### src/rtl/mux_pkg.sv
// Shared definitions for the arbitrated N-channel mux: mode encoding and
// channel-index width derivation.
package mux_pkg;

  typedef enum logic {
    MODE_FIXED       = 1'b0,
    MODE_ROUND_ROBIN = 1'b1
  } mode_e;

  // Index width is clog2 of the channel count, never narrower than one bit.
  function automatic int sel_w(input int n);
    return (n > 2) ? $clog2(n) : 1;
  endfunction

endpackage

### src/rtl/round_robin_priority_encoder_module.sv
// Rotating find-first: returns the first asserted request at or after ptr,
// wrapping modulo CHANNELS.
module round_robin_priority_encoder_module
  import mux_pkg::*;
#(
  parameter  int CHANNELS = 16,
  localparam int SEL_W    = sel_w(CHANNELS)
) (
  input  logic [CHANNELS-1:0] req,
  input  logic [SEL_W-1:0]    ptr,
  output logic [SEL_W-1:0]    grant,
  output logic                found
);

  localparam int unsigned N = CHANNELS;

  always_comb begin
    int unsigned idx;
    idx   = 0;
    grant = '0;
    found = 1'b0;
    // ptr never exceeds N-1, so a single conditional subtract wraps the scan.
    for (int unsigned i = 0; i < N; i++) begin
      idx = 32'(ptr) + i;
      if (idx >= N) idx = idx - N;
      if (!found && req[idx]) begin
        found = 1'b1;
        grant = idx[SEL_W-1:0];
      end
    end
  end

endmodule

### src/rtl/arbitrated_n_channel_mux_module.sv
// N-channel valid/ready mux with fixed-select or round-robin arbitration and
// a single registered output stage that sustains one word per cycle.
module arbitrated_n_channel_mux_module
  import mux_pkg::*;
#(
  parameter  int BITS     = 32,
  parameter  int CHANNELS = 16,
  localparam int SEL_W    = sel_w(CHANNELS)
) (
  input  logic                           clk,
  input  logic                           reset_n,
  input  logic [CHANNELS-1:0][BITS-1:0]  data,
  input  logic [CHANNELS-1:0]            valid,
  output logic [CHANNELS-1:0]            ready,
  input  logic                           mode,
  input  logic [SEL_W-1:0]               select,
  output logic [BITS-1:0]                out,
  output logic                           out_valid,
  input  logic                           out_ready,
  output logic [SEL_W-1:0]               out_channel
);

  localparam logic [SEL_W:0]   CH_LIM  = (SEL_W + 1)'(CHANNELS);
  localparam logic [SEL_W-1:0] LAST_CH = SEL_W'(CHANNELS - 1);

  logic [SEL_W-1:0] ptr;
  logic [SEL_W-1:0] rr_grant;
  logic             rr_found;
  logic [SEL_W-1:0] grant;
  logic             grant_ok;
  logic             load;
  logic             xfer;

  round_robin_priority_encoder_module #(
    .CHANNELS (CHANNELS)
  ) u_rr_enc (
    .req   (valid),
    .ptr   (ptr),
    .grant (rr_grant),
    .found (rr_found)
  );

  always_comb begin
    grant    = rr_grant;
    grant_ok = 1'b0;
    if (mode == MODE_ROUND_ROBIN) begin
      grant_ok = rr_found;
    end else begin
      grant = select;
      if ({1'b0, select} < CH_LIM) grant_ok = valid[select];
    end
  end

  assign load = !out_valid || out_ready;
  // Gated by reset_n so no accept strobe leaks out while reset is held.
  assign xfer = load && grant_ok && reset_n;

  always_comb begin
    ready = '0;
    if (xfer) ready[grant] = 1'b1;
  end

  always_ff @(posedge clk or negedge reset_n) begin
    if (!reset_n) begin
      out         <= '0;
      out_valid   <= 1'b0;
      out_channel <= '0;
      ptr         <= '0;
    end else begin
      if (xfer) begin
        out         <= data[grant];
        out_channel <= grant;
        out_valid   <= 1'b1;
        if (mode == MODE_ROUND_ROBIN)
          ptr <= (grant == LAST_CH) ? '0 : grant + 1'b1;
      end else if (load) begin
        out_valid <= 1'b0;
      end
    end
  end

endmodule

### config.mk
export PLATFORM = sky130hd
export DESIGN_NAME = arbitrated_n_channel_mux_module
export DESIGN_NICKNAME = d
export VERILOG_FILES = /design/src/rtl/mux_pkg.sv /design/src/rtl/round_robin_priority_encoder_module.sv /design/src/rtl/arbitrated_n_channel_mux_module.sv
export SDC_FILE = /design/constraint.sdc
export NUM_CORES = 1
export LEC_CHECK = 0
export BUFFER_PORTS_ARGS = -buffer_cell sky130_fd_sc_hd__buf_2
export CAP_MARGIN = 20
export CORE_AREA = 2 2 231 233
export DETAILED_ROUTE_END_ITERATION = 12
export DIE_AREA = 0 0 233 235
export PLACE_DENSITY_LB_ADDON = 0.12
export SYNTH_ARGS = -nofsm -noshare
export SYNTH_HDL_FRONTEND = slang
export SYNTH_SLANG_ARGS = --single-unit
### constraint.sdc
create_clock -name clk -period 8.2 [get_ports clk]
set_input_delay 1.23 -clock clk [delete_from_list [all_inputs] [get_ports clk]]
set_output_delay 1.23 -clock clk [all_outputs]
set_load 0.005 [all_outputs]
==> flow_metrics.env <==
export IMPL_final_setup_skew_ns=0.0148
export IMPL_leak_pwr_nw=5.93
export IMPL_finalNonFillerCells=2577
export IMPL_report_final_setup_viol=0
export IMPL_avgSynthCellArea_um2=6.85
export IMPL_dp_hpwl_um=56200
export IMPL_post_drt_via_cell_ratio=5.39
export IMPL_synthesis_instances=1395
export IMPL_worst_endpoint_arrival_ns=5.82
export IMPL_worst_setup_path_type="reg -> out"
export IMPL_grt_pass1_vias=13700
export IMPL_floorplan_initialDensity=0.183
export IMPL_fin_crit_ns=7.05
export IMPL_globalRouteTotalUtil=0.243
export IMPL_die_height_um=235
export IMPL_result_of_the_run="complete, no violations"
export IMPL_floorplan_core_area_mm2=0.0522
export IMPL_post_synth_main_area_contributors="dfrtp_1, nand2_1, mux2i_1"
export IMPL_slew_limit_headroom=0.239
export IMPL_rsz0062_at_grt="false"
export IMPL_hold_fix_buffers_cts=0
export IMPL_die_w_um=233
export IMPL_hp_class="reg -> reg"
export IMPL_postSynthRegisterBits=41
export IMPL_synth_enable_flop_cells=0
export IMPL_pin_count=589
export IMPL_clk_transition_reported_paths_ns=0.08
export IMPL_post_cts_setup_repair_buffer_count=0
export IMPL_finalSetupTns_ns=0
export IMPL_worstPathRequired_ns=6.97
export IMPL_antenna_found_initial=14
export IMPL_synthesis_nets=1942
export IMPL_globalRouteOverflowTotal=0
export IMPL_hold_viol=0
export IMPL_gp_congestion=0.947
export IMPL_stdcell_area_mm2=0.0134
export IMPL_post_synth_top_area_fraction=0.107
export IMPL_final_layout_size_suffix_gt1_frac=0.399
export IMPL_max_cap_viol_count=0
export IMPL_cp_end_kind="output port"
export IMPL_numClockSinks=41
export IMPL_rr_worst_depth=16
export IMPL_post_drt_wl_per_cell_um=27.2
export IMPL_syn2layout_area_growth_pct=39.9
export IMPL_synth_area_leader_cell="dfrtp_1"
export IMPL_grt_start_max_net_pins=133
export IMPL_route_vias_total=13900
export IMPL_cts_root_buffer="clkbuf_16"
export IMPL_most_used_standard_cell_by_instance_count_after_synthesis="nand2_1"
export IMPL_synth_cell_types=78
export IMPL_cts_tree="done"
export IMPL_drt_pass1_iter_count=8
export IMPL_power_ir_vdd_worst_mv=0.310
export IMPL_number_of_placed_instances_with_taps_included=2564
export IMPL_leading_cell_types_by_count_after_synthesis="nand2_1, a21oi_1, o21ai_0"
export IMPL_detailed_place_area_mm2=0.0132
export IMPL_asyncSetResetFlopFracSynth=1.00
export IMPL_synth_flop_cell="dfrtp_1"
export IMPL_ys_warn_count=0
export IMPL_drc=0
export IMPL_fmax_ghz=0.142
export IMPL_drt_total_wl_um=70100
export IMPL_num_rows=84
export IMPL_worst_slew_pin_transition_ns=1.11
export IMPL_grt_pass1_wl_um=98200
export IMPL_min_period_over_period=0.860
export IMPL_cts_max_path_buffers=2
export IMPL_place_worst_setup_slack_ns=1.51
export IMPL_htreeDepth=2
export IMPL_antenna_violating_nets_post_route=0
export IMPL_cts_repair_resize_count=0
export IMPL_clock_latency_ns=0.30
export IMPL_critical_path_max_fanout=31
export IMPL_fillers=5961
export IMPL_buffer_ports_inserted=588
export IMPL_finalMaxSlewViolations=0
export IMPL_finalWorstSetupSlack_ns=1.15
export IMPL_die_area_mm2=0.0548
export IMPL_min_delay_path_depth=2
export IMPL_drt_iter0_drc=1072
export IMPL_critical_path_startpoint_type="flip-flop"
export IMPL_fin_nets=2430
export IMPL_mappedNetlistArea_mm2=0.00956
export IMPL_numCtsBuffers=5
export IMPL_power_density_mw_per_mm2=523
export IMPL_synth_sequential_area_ratio=0.107
==> state kept, by name (all words and copies together) (netlist names) <==
register,cells
out_channel,4
out,32
ptr,4
out_valid,1
==> metal layers <==
metal  routed length [µm]  global-route usage  up-vias
met5                  115                   0        -
met4                 1170              0.0425       18
met3                 4490              0.0426       62
met2                35600               0.441      622
met1                28600               0.300     6810
li1                     -                   -     6377
==> final cells by class <==
| class | instances | area, µm² | area share |
|---|---|---|---|
| Antenna cell | 5 | 12.5 | 0.000935 |
| Multi-Input combinational cell | 1188 | 7920 | 0.592 |
| Timing Repair Buffer | 634 | 3330 | 0.249 |
| Clock inverter | 2 | 38.8 | 0.00290 |
| Sequential cell | 41 | 1030 | 0.0767 |
| Tap cell | 688 | 861 | 0.0643 |
| Inverter | 13 | 53.8 | 0.00402 |
| Clock buffer | 6 | 129 | 0.00963 |
==> kinds of logic after synthesis <==
group | share of synthesized area
AND/OR/NAND/NOR | 0.250
adder cells (fa/ha/maj) | 0.0144
buffers and inverters | 0.0759
flip-flops | 0.107
multiplexers | 0.185
XOR/XNOR | 0.0127
AO/OA/AOI/OAI | 0.355
==> critical path: stages (launching register included) <==
cell and delay, ns:
dfrtp_1 0.36, buf_4 0.37, ha_1 0.43, xor2_2 0.57, mux4_2 0.60, mux2i_1 0.28
nand4_1 0.20, or4_1 0.70, o41ai_2 0.65, a211o_1 0.24, nand3_4 0.20, inv_4 0.21
ha_1 0.19, nand2_1 0.13, nor3_1 0.20, buf_2 0.15
==> worst paths after layout <==
check | start | slack (ns) | end
worst max-delay path | ptr[0] | 1.15 | ready[13]
worst min-delay path | out_channel[3] | 0.52 | out_channel[3]
worst max register to register | ptr[0] | 1.50 | out[7]
worst min register to register | out_channel[3] | 0.52 | out_channel[3]
max in group asynchronous | reset_n | 6.67 | out[19]
min in group asynchronous | reset_n | 1.09 | ptr[1]
==> cell usage in the layout, fill, tap and decap left out, types with 4 or more instances in the layout <==
cell type / n
buf_12: 4
o22a_1: 5
nand4_1: 64
and3_1: 21
mux2_2: 37
mux4_2: 22
o31ai_1: 21
a211oi_1: 18
clkbuf_16: 5
o21ai_0: 117
a22oi_1: 4
nand3_1: 91
a2111oi_0: 25
a31oi_1: 64
nor3_1: 33
xnor2_1: 9
nand2_1: 202
mux2_1: 8
a311o_1: 12
a22o_1: 21
o211ai_1: 7
o221a_2: 19
buf_2: 588
inv_1: 9
a211o_1: 6
ha_1: 11
nor2_1: 63
mux2i_1: 71
a41oi_1: 13
nand2b_1: 7
buf_4: 41
dfrtp_1: 41
diode_2: 5
a21oi_1: 130
nor2b_1: 5
o22ai_1: 5
==> where the power goes <==
group	switching, W	total [W]	internal (W)
logic	0.00426	0.00638	0.00212
registers	0.0000693	0.000375	0.000306
clock network	0.0000987	0.000244	0.000145
==> stage by stage <==
| step | hold slack, ns | util | power, W |
|---|---|---|---|
| 2_1_floorplan | 0.472 | - | 0.00433 |
| 3_3_place_gp | 0.486 | 0.253 | 0.00677 |
| 3_5_place_dp | 0.516 | 0.253 | 0.00671 |
| 4_1_cts | 0.533 | 0.256 | 0.00698 |
| 5_1_grt | 0.559 | 0.256 | 0.00745 |
| 6_report | 0.522 | 0.256 | 0.00700 |
No activity file was read; power rests on OpenSTA's default activity.
